--- config.mk ---
export PLATFORM = sky130hd
export DESIGN_NAME = mostra_sequencia
export DESIGN_NICKNAME = d
export VERILOG_FILES = /design/src/rtl/mostra_sequencia_pkg.sv /design/src/rtl/mostra_sequencia_contador_tempo.sv /design/src/rtl/mostra_sequencia.sv
export SDC_FILE = /design/constraint.sdc
export NUM_CORES = 1
export LEC_CHECK = 0
export ABC_CLOCK_PERIOD_IN_PS = 6000
export BUFFER_PORTS_ARGS = -buffer_cell sky130_fd_sc_hd__buf_2
export CELL_PAD_IN_SITES_DETAIL_PLACEMENT = 1
export CELL_PAD_IN_SITES_GLOBAL_PLACEMENT = 2
export CORE_UTILIZATION = 37
export CTS_CLUSTER_DIAMETER = 80
export DETAILED_ROUTE_END_ITERATION = 8
export PLACE_DENSITY_LB_ADDON = 0.1
export SLEW_MARGIN = 20
export SYNTH_ARGS = -nofsm -noshare
export SYNTH_HDL_FRONTEND = slang
export SYNTH_SLANG_ARGS = --single-unit
--- constraint.sdc ---
create_clock -name clock -period 6 [get_ports clock]
set_input_delay 0.3 -clock clock [delete_from_list [all_inputs] [get_ports clock]]
set_output_delay 0.3 -clock clock [all_outputs]
set_load 0.1 [all_outputs]
--- src/rtl/mostra_sequencia_pkg.sv ---
// Shared state codes for the memory game. The debug display decoder and the
// jogada-checking control unit read the same codes, so they are kept here.
package mostra_sequencia_pkg;

    typedef enum logic [3:0] {
        inicial    = 4'h0,
        preparacao = 4'h1,
        carrega    = 4'h2,
        acende     = 4'h3,
        apaga      = 4'h4,
        proximo    = 4'h5,
        fim        = 4'hF
    } estado_t;

    localparam logic [3:0] DB_ILEGAL = 4'hE;

    // Debug code for a state register value; anything off the list shows E.
    function automatic logic [3:0] codigo_db(input estado_t e);
        case (e)
            inicial, preparacao, carrega, acende, apaga, proximo, fim:
                codigo_db = e;
            default:
                codigo_db = DB_ILEGAL;
        endcase
    endfunction

    // Phase timer width: one counter serves both the lit and blank phases.
    // A single-cycle phase still needs a 1-bit counter.
    function automatic int largura_timer(input int on_c, input int off_c);
        int maior;
        maior = (on_c > off_c) ? on_c : off_c;
        largura_timer = (maior > 1) ? $clog2(maior) : 1;
    endfunction

endpackage

--- src/rtl/mostra_sequencia_contador_tempo.sv ---
// Phase timer: up-counter with synchronous clear (priority over enable) and a
// terminal-count flag against a runtime compare value.
module mostra_sequencia_contador_tempo #(
    parameter int W = 4
) (
    input  logic         clock,
    input  logic         reset,
    input  logic         limpa,
    input  logic         conta,
    input  logic [W-1:0] fim_contagem,
    output logic         terminal
);

    logic [W-1:0] valor;

    // Count while enabled; clear wins so a terminal edge restarts from zero.
    always_ff @(posedge clock or posedge reset) begin
        if (reset)
            valor <= '0;
        else if (limpa)
            valor <= '0;
        else if (conta)
            valor <= valor + 1'b1;
    end

    assign terminal = (valor == fim_contagem);

endmodule

--- src/rtl/mostra_sequencia.sv ---
// Sequence presenter: walks ROM addresses 0..limite, lighting each entry for
// ON_CYCLES then blanking for OFF_CYCLES, and pulses pronto when finished.
//
//  state      | meaning
//  -----------+-----------------------------------------------------------
//  inicial    | idle, waiting for iniciar
//  preparacao | clear address, latch limite
//  carrega    | latch ROM data into the LED register
//  acende     | entry lit, timer runs to ON_CYCLES-1
//  apaga      | LEDs blank, timer runs to OFF_CYCLES-1, end check
//  proximo    | advance address
//  fim        | pronto pulse, back to inicial
module mostra_sequencia
    import mostra_sequencia_pkg::*;
#(
    parameter int DATA_W     = 4,
    parameter int ADDR_W     = 4,
    parameter int ON_CYCLES  = 500,
    parameter int OFF_CYCLES = 250
) (
    input  logic              clock,
    input  logic              reset,
    input  logic              iniciar,
    input  logic [ADDR_W-1:0] limite,
    output logic [ADDR_W-1:0] mem_endereco,
    input  logic [DATA_W-1:0] mem_dado,
    output logic [DATA_W-1:0] leds,
    output logic              mostrando,
    output logic              pronto,
    output logic [3:0]        db_estado
);

    localparam int TW = largura_timer(ON_CYCLES, OFF_CYCLES);
    localparam logic [TW-1:0] ON_FIM  = TW'(ON_CYCLES - 1);
    localparam logic [TW-1:0] OFF_FIM = TW'(OFF_CYCLES - 1);

    estado_t           estado;
    logic [ADDR_W-1:0] limite_reg;
    logic              timer_limpa;
    logic              timer_conta;
    logic              timer_tc;
    logic [TW-1:0]     timer_fim;

    // Timer runs only in the two display phases; it is cleared on entry to
    // each phase and at its own terminal count.
    always_comb begin
        timer_conta = (estado == acende) || (estado == apaga);
        timer_limpa = (estado == preparacao) || (estado == carrega)
                      || (timer_conta && timer_tc);
        timer_fim   = (estado == acende) ? ON_FIM : OFF_FIM;
    end

    mostra_sequencia_contador_tempo #(
        .W (TW)
    ) u_timer (
        .clock        (clock),
        .reset        (reset),
        .limpa        (timer_limpa),
        .conta        (timer_conta),
        .fim_contagem (timer_fim),
        .terminal     (timer_tc)
    );

    // Control FSM with address counter, LED register and registered outputs.
    // The end check compares before incrementing, so the address never wraps.
    always_ff @(posedge clock or posedge reset) begin
        if (reset) begin
            estado       <= inicial;
            mem_endereco <= '0;
            limite_reg   <= '0;
            leds         <= '0;
            mostrando    <= 1'b0;
            pronto       <= 1'b0;
        end else begin
            case (estado)
                inicial: begin
                    if (iniciar) begin
                        estado    <= preparacao;
                        mostrando <= 1'b1;
                    end
                end
                preparacao: begin
                    mem_endereco <= '0;
                    limite_reg   <= limite;
                    estado       <= carrega;
                end
                carrega: begin
                    leds   <= mem_dado;
                    estado <= acende;
                end
                acende: begin
                    if (timer_tc) begin
                        leds   <= '0;
                        estado <= apaga;
                    end
                end
                apaga: begin
                    if (timer_tc) begin
                        if (mem_endereco == limite_reg) begin
                            estado    <= fim;
                            mostrando <= 1'b0;
                            pronto    <= 1'b1;
                        end else begin
                            estado <= proximo;
                        end
                    end
                end
                proximo: begin
                    mem_endereco <= mem_endereco + 1'b1;
                    estado       <= carrega;
                end
                fim: begin
                    pronto <= 1'b0;
                    estado <= inicial;
                end
                default: begin
                    estado       <= inicial;
                    mem_endereco <= '0;
                    leds         <= '0;
                    mostrando    <= 1'b0;
                    pronto       <= 1'b0;
                end
            endcase
        end
    end

    assign db_estado = codigo_db(estado);

endmodule
**After elaboration in Yosys (flattened, before gate mapping)**

Cells that the tools add are included.

- Flip-flop bits (word level): 27
- Input bits: 11
- Output and inout port bits: 14
- Logic and storage cells: 59

- Add/subtract/negate cells: 2
- Equality and inequality tests: 12
- Mux-type cells: 19
- Bitwise logic cells: 3
- Reduce and logical (&&, ||, !) cells: 16

Operators with widths:

| kind | number |
|---|---|
| 9-bit 2-to-1 mux | 3 |
| 4-bit 2-to-1 mux | 6 |
| 4-bit one-hot mux with 5 select lines | 1 |
| 5-bit OR reduction | 4 |
| 4-bit one-hot mux with 3 select lines | 1 |
| 9-bit by 1-bit adder with 9-bit output (second input constant) | 1 |
| 9-bit == test | 1 |
| 4-bit by 2-bit == test with 1-bit output (second input constant) | 2 |
| 4-bit by 3-bit == test with 1-bit output (second input constant) | 2 |
| 4-bit one-hot mux with 2 select lines | 1 |
| 7-bit OR reduction | 1 |
| 2-bit inequality test (second input constant) | 3 |
| 3-bit AND reduction | 2 |
| 1-bit 2-to-1 mux | 5 |
| 4-bit by 1-bit adder with 4-bit output (second input constant) | 1 |
| 4-bit by 1-bit == test with 1-bit output (second input constant) | 1 |
| 4-bit == test | 1 |
| 4-bit == test (second input constant) | 1 |
| 4-bit zero test | 1 |
| 4-bit AND reduction | 1 |
| 1-bit logical OR | 3 |
| 1-bit inverter | 3 |
| 1-bit one-hot mux with 3 select lines | 1 |
| 2-bit by 1-bit inequality test with 1-bit output (second input constant) | 1 |
| other kinds (5) | 5 |

**Depth between registers and ports, before layout**

Gate-level depths: netlist (run 1).

- Word-level depth: 6
- Gate-level depth with buffers: 6
- Mapped depth without buffers: 5

**Cells and area by module**

A second synthesis (run 1) with hierarchy kept.

- Cells, all modules: 163
- Area, all modules: 1582.8 um^2

Modules (own cells, without submodules):

| module | instances | cells an instance | area each (um^2) | sequential area each (um^2) |
|---|---|---|---|---|
| mostra_sequencia | 1 | 107 | 1036.0 | 450.4 |
| mostra_sequencia_contador_tempo | 1 | 56 | 546.8 | 225.2 |

**Least setup slack after synthesis (run 1)**

Ideal clock, no wire load.

- Path type: reg-to-output
- Start: register estado[3]
- End: output port db_estado[0]
- Data arrival time: 3.779 ns
- Required time: 5.700 ns
- Setup slack: 1.921 ns
- Cell stages (with the launch flop): 5
- Path buffers: 1
- Cells stage by stage: dfrtp_1 > clkbuf_1 > nor2_1 > nor2_1 > a21boi_0

- Word-level cells in the longest chain between the ends: 3
- Elaborated cells on any way between the ends: 9
- Classes of those cells: eq/ne: 6; mux: 1; reduce/logical: 2

RTL lines:

| item | line | source |
|---|---|---|
| from (decl) | mostra_sequencia.sv:37 | `estado_t estado;` |
| from (signal assigned) | mostra_sequencia.sv:68 | `estado <= inicial;` |
| from (signal assigned) | mostra_sequencia.sv:78 | `estado <= preparacao;` |
| from (signal assigned) | mostra_sequencia.sv:85 | `estado <= carrega;` |
| 4-bit by 2-bit == test with 1-bit output (tied with other cells) | mostra_sequencia_pkg.sv:19 | `case (e)` |
| 7-bit OR reduction (*) | mostra_sequencia_pkg.sv:19 |  |
| 4-bit 2-to-1 mux (*) | mostra_sequencia_pkg.sv:19 |  |
| to (decl) | mostra_sequencia.sv:30 | `output logic [3:0] db_estado` |

Every way passes the cells marked *; elsewhere a longest branch is shown, timed or not.

**Final worst setup path (run 1)**

- Start: register estado[0]
- End: register u_timer.valor[1]

- Word-level cells in the longest chain between the ends: 6
- Elaborated cells on any way between the ends: 12
- Classes of those cells: eq/ne: 5; mux: 2; reduce/logical: 5

RTL lines:

| item | line | source |
|---|---|---|
| 4-bit by 2-bit == test with 1-bit output | mostra_sequencia.sv:47, mostra_sequencia.sv:50 |  |
| 9-bit 2-to-1 mux | mostra_sequencia.sv:50 | `timer_fim = (estado == acende) ? ON_FIM : OFF_FIM;` |
| 9-bit == test | mostra_sequencia_contador_tempo.sv:26 | `assign terminal = (valor == fim_contagem);` |
| 1-bit logical AND | mostra_sequencia.sv:49 | `\|\| (timer_conta && timer_tc);` |
| 1-bit logical OR | mostra_sequencia.sv:49 |  |
| 9-bit 2-to-1 mux or 2-bit nonzero test (tied branches) | n/a |  |
| to (signal assigned) | mostra_sequencia_contador_tempo.sv:23 | `valor <= valor + 1'b1;` |
| to (decl) | mostra_sequencia_contador_tempo.sv:14 | `logic [W-1:0] valor;` |

Parallel ways exist; a longest one is shown, timed or not.
A chain may end at the register's enable or synchronous reset.

==> impl_metrics.csv, run 1 <==
group,metric,value,unit
run_status,status,"completed",
worst_setup_path,crit_type,"flip-flop to flip-flop",
clocking,clockRootBuffer,"clkbuf_8",
timing,max_freq,0.424,GHz
grt,grt_pass1_wl,6590,um
synth,synth_top_area_share,43.6,%
timing,setup_slack,3.64,ns
layout,drive_above_1_share,18.7,%
layout,multiInputGateArea,806,um^2
timing,period_minus_slack,2.36,ns
worst_hold_path,hp-class,"primary input to asynchronous set/reset pin",
grt,grt_pass1_vias,1348,
synth,yosysMostFrequentCell,"dfrtp_1",
timing,slew-limit-headroom,45.9,%
route,routed_wl,4020,um
clocking,numCtsBuffers,3,
timing,final_hold_viol_count,0,
worst_setup_path,reg2reg_from,"estado[0]$_DFFE_PP0P_",
power_and_ir_drop,seqPwrFrac,36.8,%
clocking,cts_hold_buf,0,
synth,synth_cell_types,49,
floorplan,core_area,4000,um^2
layout,largest_reg_flops,9,
layout,syn_to_final_growth,12.2,%
floorplan,die_area,4450,um^2
grt,grt_usage,19.9,%
layout,fillers,474,
timing,fin_worst_skew,0.00682,ns
worst_setup_path,reg2reg_depth,4,
clocking,clkLatencyLatePin,0.28,ns
route,drt_iter0_markers,89,
power_and_ir_drop,power_frac_comb,49.7,%
timing,fin_crit_sh,39.3,%
synth,synth_edf_count,0,
clocking,cts_htree_levels,1,
synth,synth.avg_cell_area,9.57,um^2
synth,synth_seq_cells,27,
synth,post-synth-top-area-cell,"dfrtp_1",
grt,grt_max_degree,28,
timing,slew_violations,0,
power_and_ir_drop,p_sw,0.397,mW
worst_setup_path,arrival,2.52,ns
clocking,ctsLongestPathBuffers,2,
floorplan,io_pins,25,
worst_setup_path,start_kind,"flip-flop",
synth,ys.flop_type,"dfrtp_1",
clocking,cts.sink_count,27,
run,maxCapViolCount,0,
synth,synth_area_leaders,"dfrtp_1 (44%), mux2_2 (3.6%), nor2_1 (3.4%)",
grt,antenna_found_initial,0,
layout,antennaDiodeCount,0,
power_and_ir_drop,ir_worst_vdd,0.295,mV
clocking,postCtsSetupBuffers,0,
placed_design,hpwlAfterDp,2850,um
placed_design,pre_cts_slack,3.67,ns
worst_setup_path,worst_setup_path_end_kind,"flip-flop",
timing,rsz0062_at_grt,"no",
worst_setup_path,cp_max_fo,21,
synth,ys_seq_area_share,43.6,%
timing,tightestPinTransition,0.805,ns
synth,postSynthCellCount,162,
clocking,path_clk_slew,0.10,ns
layout,top_register,"u_timer.valor",
floorplan,die_w,66.7,um
timing,setup_violations,0,
route,vias_per_cell,6.02,
route,wire_per_inst,17.3,um
worst_setup_path,timing.rr.end,"u_timer.valor[1]$_DFFE_PP0P_",
power_and_ir_drop,p_int,0.383,mW
route,ant_nets,0,
synth,async_flop_share,100,%
power_and_ir_drop,p_leak,0.749,nW
synth,yosys-top-cells-count,"dfrtp_1 (27), nor2_1 (14), nand2_1 (10)",
clocking,cts_tree,"yes",
synth,syn-cell-area,1550,um^2
route,vias,1397,
timing,setup_tns,0,ns
floorplan,start_util,38.8,%
placed_design,routabilityCongestion,0.803,
layout,seq_area,676,um^2
route,drcViolationCount,0,
synth,yosysWarnings,0,
floorplan,die_y,66.7,um
synth,synthesis.nets,175,
worst_setup_path,critPathRequiredTime,6.16,ns
worst_setup_path,reg2reg_slack,3.64,ns
grt,overflow,0,
layout,nets,196,
placed_design,port-buffer-count,24,
worst_setup_path,crit_start,"estado[0]$_DFFE_PP0P_",
power_and_ir_drop,clkPwrFrac,13.5,%
clocking,cts_resized,0,
floorplan,fp-row-count,23,
power_and_ir_drop,switching_share,50.8,%
power_and_ir_drop,power_density,448,nW/um^2
route,dr.pass1.iters,4,
[cells by family after synthesis]
kind of cell | count (synthesis) | synth area share [%]
multiplexers | 6 | 4.28
flip-flops | 27 | 43.6
XOR/XNOR | 8 | 4.52
AO/OA/AOI/OAI | 43 | 20.7
AND/OR/NAND/NOR | 60 | 20.8
adder cells (fa/ha/maj) | 2 | 1.61
buffers and inverters | 16 | 4.44
[worst max path at each step]
stage	end	cells past startpoint	slack, ns
5_1_grt	estado[1]$_DFFE_PP0P_	4	3.42
2_1_floorplan	db_estado[0]	4	1.92
3_3_place_gp	u_timer.valor[1]$_DFFE_PP0P_	4	3.76
3_5_place_dp	u_timer.valor[1]$_DFFE_PP0P_	4	3.67
4_1_cts	db_estado[0]	4	3.63
6_report	u_timer.valor[1]$_DFFE_PP0P_	4	3.64
[layout by cell type (no fill, tap or decap), drive strengths merged, types with 5 or more instances in the layout]
master	count
dfrtp	27
buf	24
nor2	14
nand2	10
nand3	9
inv	8
a21oi	7
o21ai	6
nand4	5
mux2	5
[per-layer routing]
layer	global-route usage (%)	vias up	part of all wire, %
met4	6.38	0	1.3
met3	2.74	7	4.5
met5	0	-	0
met1	28.5	700	48
li1	-	650	-
met2	30.4	40	46
[critical path, stage by stage, from the launching register on]
cell      delay [ns]
dfrtp_1         0.73
nor4bb_1        0.42
mux2i_1         0.54
a41o_1          0.43
o31ai_1         0.11
[through the flow]
step / power [mW] / hold WS, ns / util [%] / area [um^2] / cells
floorplan: 0.604 / 0.353 / - / 1550 / 162
global placement: 0.669 / 0.490 / 42.4 / 1690 / 228
detailed placement: 0.676 / 0.490 / 42.4 / 1690 / 228
CTS: 0.787 / 0.236 / 43.5 / 1740 / 232
global route: 0.831 / 0.121 / 43.5 / 1740 / 232
finish: 0.780 / 0.0741 / 43.5 / 1740 / 232
[layout make-up]
class / count / area share (%)
clock buffer: 4 / 2.59
multi-input combinational: 119 / 46.3
timing repair buffer: 24 / 6.91
tap: 50 / 3.60
inverter: 8 / 1.73
sequential: 27 / 38.8
[power by group through the flow]
stage | sequential [mW] | combinational (mW) | clock, mW
final | 0.287 | 0.387 | 0.106
after global routing | 0.297 | 0.416 | 0.118
after CTS | 0.287 | 0.389 | 0.111
after detailed placement | 0.289 | 0.387 | 0
after global placement | 0.288 | 0.381 | 0
after floorplan | 0.345 | 0.259 | 0
Power figures use the tool's default switching activity.
==> run 2, diff against run 1 <==
ABC_CLOCK_PERIOD_IN_PS = 2200   (was 6000)
CORE_UTILIZATION = 34   (was 37)
clock period = 2.2 ns   (was 6 ns; I/O delays follow)
==> impl_metrics.csv, run 2 (synthesized netlist as in run 1, its figures left out) <==
group,metric,value,unit
route,drt_iter0_markers,88,
timing,period_minus_slack,2.02,ns
route,vias,1401,
grt,grt_max_degree,28,
timing,rsz0062_at_grt,"no",
worst_setup_path,cp_max_fo,13,
worst_setup_path,critPathRequiredTime,2.09,ns
grt,grt_pass1_vias,1491,
layout,final_cell_mix,"dfrtp_1 (27), buf_2 (24), nor2_1 (13)",
floorplan,start_util,35.6,%
timing,final_hold_viol_count,0,
power_and_ir_drop,p_int,1.10,mW
route,wire_per_inst,18.1,um
grt,grt_pass1_wl,7650,um
run_status,status,"completed",
power_and_ir_drop,ir_worst_vdd,1.20,mV
worst_setup_path,crit_start,"estado[3]$_DFFE_PP0P_",
timing,fin_worst_skew,0.00358,ns
worst_setup_path,reg2reg_from,"estado[0]$_DFFE_PP0P_",
route,ant_nets,0,
layout,final_common_cell,"dfrtp_1",
worst_setup_path,start_kind,"flip-flop",
route,drcViolationCount,0,
worst_hold_path,hp-start,"mem_dado[3]",
route,routed_wl,4410,um
floorplan,die_w,69.5,um
timing,tightestPinTransition,0.547,ns
floorplan,fp-row-count,24,
worst_setup_path,worst_setup_path_end_kind,"output port",
power_and_ir_drop,power_density,1210,nW/um^2
placed_design,hpwlAfterDp,3280,um
clocking,cts.sink_count,27,
layout,fillers,522,
clocking,path_clk_slew,0.10,ns
power_and_ir_drop,power_frac_comb,55.2,%
worst_setup_path,crit_type,"flip-flop to output port",
layout,largest_reg_flops,9,
timing,slew-limit-headroom,62.6,%
power_and_ir_drop,switching_share,50.5,%
floorplan,die_area,4830,um^2
timing,setup_violations,0,
timing,max_freq,0.494,GHz
power_and_ir_drop,p_leak,0.801,nW
clocking,numCtsBuffers,3,
clocking,clkLatencyLatePin,0.27,ns
clocking,postCtsSetupBuffers,0,
timing,setup_tns,0,ns
route,vias_per_cell,5.74,
clocking,cts_tree,"yes",
grt,overflow,0,
layout,top_register,"u_timer.valor",
timing,fin_crit_sh,92.0,%
layout,nets,206,
clocking,clockRootBuffer,"clkbuf_8",
clocking,ctsLongestPathBuffers,2,
power_and_ir_drop,clkPwrFrac,13.3,%
run,maxCapViolCount,0,
grt,antenna_found_initial,0,
timing,slew_violations,0,
grt,grt_usage,19.8,%
worst_hold_path,hp-class,"primary input to flip-flop",
power_and_ir_drop,p_sw,1.12,mW
layout,drive_above_1_share,22.9,%
layout,finish.utilization,42.0,%
layout,syn_to_final_growth,18.1,%
layout,antennaDiodeCount,0,
floorplan,io_pins,25,
worst_setup_path,arrival,1.91,ns
power_and_ir_drop,power,2.22,mW
floorplan,core_area,4350,um^2
floorplan,die_y,69.5,um
route,dr.pass1.iters,4,
placed_design,routabilityCongestion,0.772,
clocking,cts_htree_levels,1,
placed_design,port-buffer-count,24,
power_and_ir_drop,seqPwrFrac,31.5,%
[run 2: what timing repair did]
action | in CTS | in global routing
hold buffers | 1 | 0
hold endpoints to repair | 27 | 0
gates resized for setup | 0 | 0
[run 2: worst max-delay path, stage by stage (launching register included)]
cell and delay, ns:
dfrtp_1 0.50, buf_4 0.23, nor2_1 0.15, buf_4 0.16, nor2_4 0.04, a21boi_2 0.13
buf_2 0.43
[run 2: per-layer routing]
metal | part of all wire (%) | track usage, % | up-vias
li1 | - | - | 668
met1 | 50 | 28.8 | 699
met2 | 47 | 31.9 | 29
met3 | 2.9 | 2.33 | 5
met4 | 0.66 | 3.40 | 0
met5 | 0 | 0 | -
[run 2: per-stage QoR]
step	std cells	setup slack [ns]	area [um^2]	hold WS, ns
2_1_floorplan	162	0.0333	1560	0.163
3_3_place_gp	239	0.354	1780	0.186
3_5_place_dp	239	0.275	1780	0.202
4_1_cts	244	0.154	1830	0.0510
5_1_grt	244	0.0383	1830	0.0529
6_report	244	0.177	1830	0.0517
[run 2: area by class of cell]
| cell class | count | area, um^2 | share of cell area (%) |
|---|---|---|---|
| clock buffer | 4 | 45.0 | 2.46 |
| inverter | 8 | 30.0 | 1.64 |
| timing repair buffer | 34 | 198 | 10.8 |
| tap | 52 | 65.1 | 3.55 |
| sequential | 27 | 676 | 36.9 |
| multi-input combinational | 119 | 817 | 44.6 |
[run 2: power by group through the flow]
stage               sequential (mW)  combinational (mW)  clock [mW]
CTS                           0.699                1.22       0.311
global placement              0.701                1.18           0
finish                        0.700                1.22       0.295
global route                  0.713                1.31       0.331
detailed placement            0.705                1.22           0
floorplan                     0.940               0.717           0
[run 2: final timing paths]
check	to	slack, ns	depth (start not counted)
worst max-delay path	db_estado[0]	0.18	6
worst min-delay path	leds[3]$_DFFE_PP0P_	0.05	2
worst max register to register	u_timer.valor[1]$_DFFE_PP0P_	0.25	5
worst min register to register	leds[1]$_DFFE_PP0P_	0.52	1
max in group asynchronous	estado[2]$_DFFE_PP0P_	1.50	4
min in group asynchronous	limite_reg[3]$_DFFE_PP0P_	0.43	4
==> run 3, diff against run 2 <==
PLACE_DENSITY = 0.87   (was unset)
PLACE_DENSITY_LB_ADDON = unset   (was 0.1)
SLEW_MARGIN = unset   (was 20)
==> impl_metrics.csv, run 3 (synthesized netlist as in run 1, its figures left out) <==
group,metric,value,unit
clocking,numCtsBuffers,3,
grt,grt_usage,19.2,%
clocking,path_clk_slew,0.10,ns
route,ant_nets,0,
power_and_ir_drop,p_sw,1.13,mW
floorplan,die_w,69.5,um
layout,finish.utilization,42.3,%
route,drcViolationCount,0,
route,drt_iter0_markers,63,
timing,period_minus_slack,2.03,ns
power_and_ir_drop,p_leak,0.805,nW
layout,stdcell_count,244,
layout,nets,206,
clocking,cts.sink_count,27,
layout,final_cell_mix,"dfrtp_1 (27), buf_2 (24), nor2_1 (12)",
layout,largest_reg_flops,9,
floorplan,io_pins,25,
grt,antenna_found_initial,0,
timing,fin_crit_sh,92.4,%
route,vias_per_cell,5.78,
run_status,status,"completed",
route,wire_per_inst,17.8,um
worst_hold_path,hold_path_depth,2,
timing,slew-limit-headroom,64.0,%
layout,syn_to_final_growth,18.7,%
placed_design,dp.cells,239,
timing,setup_tns,0,ns
placed_design,routabilityCongestion,0.832,
worst_setup_path,reg2reg_depth,4,
timing,tightestPinTransition,0.526,ns
timing,timing.hold.ws,0.0529,ns
clocking,cts_htree_levels,1,
route,dr.pass1.iters,4,
layout,drive_above_1_share,24.5,%
floorplan,die_area,4830,um^2
layout,top_register,"u_timer.valor",
timing,final_hold_viol_count,0,
worst_setup_path,cp.depth,4,
grt,grt_max_degree,28,
power_and_ir_drop,p_int,1.10,mW
timing,max_freq,0.492,GHz
clocking,cts_tree,"yes",
power_and_ir_drop,ir_worst_vdd,0.392,mV
worst_setup_path,arrival,2.24,ns
clocking,clkLatencyLatePin,0.28,ns
clocking,clockRootBuffer,"clkbuf_8",
layout,fillers,523,
worst_hold_path,hp-class,"primary input to flip-flop",
worst_setup_path,cp_cell_sequence,"or3b_1 -> a21o_4 -> or4_1 -> a21oi_1",
worst_setup_path,worst_setup_path_end_kind,"flip-flop",
worst_setup_path,critPathRequiredTime,2.41,ns
grt,grt_pass1_wl,7440,um
power_and_ir_drop,switching_share,50.6,%
power_and_ir_drop,power_frac_comb,54.6,%
floorplan,fp-row-count,24,
route,routed_wl,4350,um
grt,grt_pass1_vias,1552,
worst_setup_path,cpMaxStageDelayCell,"or4_1",
route,vias,1411,
worst_setup_path,slowest_delay,0.53,ns
grt,overflow,0,
timing,setup_violations,0,
worst_setup_path,crit_buf_inv,0,
floorplan,die_y,69.5,um
timing,fin_worst_skew,0.00158,ns
run,maxCapViolCount,0,
worst_setup_path,critPathTopFamily,"simple AND/OR/NAND/NOR gates",
floorplan,core_area,4350,um^2
layout,antennaDiodeCount,0,
placed_design,hpwlAfterDp,3370,um
layout,final_common_cell,"dfrtp_1",
timing,rsz0062_at_grt,"no",
worst_setup_path,crit_type,"flip-flop to flip-flop",
placed_design,port-buffer-count,24,
power_and_ir_drop,power_density,1210,nW/um^2
timing,slew_violations,0,
floorplan,start_util,35.6,%
power_and_ir_drop,seqPwrFrac,32.2,%
worst_setup_path,cp_max_fo,9,
clocking,postCtsSetupBuffers,0,
power_and_ir_drop,clkPwrFrac,13.2,%
worst_setup_path,start_kind,"flip-flop",
clocking,ctsLongestPathBuffers,2,
==> run 3: changes by cell type in the layout (fill, tap and decap cells not counted) <==
cell and change:
clkinv_2 +1, nor2_2 +1, nor2_1 -1, clkbuf_1 -1, nor4bb_1 -1, nor4bb_2 +1
==> run 3: layer usage <==
layer  track usage (%)  up-vias  part of all wire, %
met2              34.5       24                   51
met1              23.2      711                   45
met4              6.58        0                  1.9
met5                 0        -                    0
li1                  -      668                    -
met3              2.91        8                  2.1
==> run 3: layout make-up <==
type                            instances  area (um^2)  share of cell area, %
Timing Repair Buffer                   34          198                   10.7
Inverter                                8         30.0                   1.63
Sequential cell                        27          676                   36.7
Clock inverter                          1         5.00                  0.272
Multi-Input combinational cell        119          826                   44.9
Tap cell                               52         65.1                   3.54
Clock buffer                            3         41.3                   2.24
==> run 3: per-stage QoR <==
step	worst slack, ns	power, mW	instance area (um^2)
2_1_floorplan	0.0333	1.66	1560
3_3_place_gp	0.310	1.88	1780
3_5_place_dp	0.166	1.94	1780
4_1_cts	0.0717	2.24	1830
5_1_grt	0.0433	2.36	1840
6_report	0.167	2.23	1840
==> run 3: final timing paths <==
kind | startpoint | slack [ns] | end
setup / recovery | estado[1]$_DFFE_PP0P_ | 0.17 | u_timer.valor[8]$_DFFE_PP0P_
hold / removal | mem_dado[3] | 0.05 | leds[3]$_DFFE_PP0P_
setup reg to reg | estado[1]$_DFFE_PP0P_ | 0.17 | u_timer.valor[8]$_DFFE_PP0P_
hold reg to reg | leds[3]$_DFFE_PP0P_ | 0.51 | leds[3]$_DFFE_PP0P_
max in group asynchronous | reset | 1.51 | pronto$_DFFE_PP0P_
min in group asynchronous | reset | 0.43 | leds[2]$_DFFE_PP0P_
==> run 3: power by group through the flow <==
stage | sequential [mW] | combinational, mW | clock [mW]
final | 0.719 | 1.22 | 0.294
after global routing | 0.736 | 1.30 | 0.323
after CTS | 0.717 | 1.22 | 0.303
after detailed placement | 0.727 | 1.21 | 0
after global placement | 0.713 | 1.17 | 0
after floorplan | 0.940 | 0.717 | 0
==> run 3: repair_timing <==
item                                    in CTS  in global routing
hold buffers                                 1                  0
endpoints found under the setup margin       0                  2
gates resized for setup                      0                  2
hold endpoints to repair                    27                  0
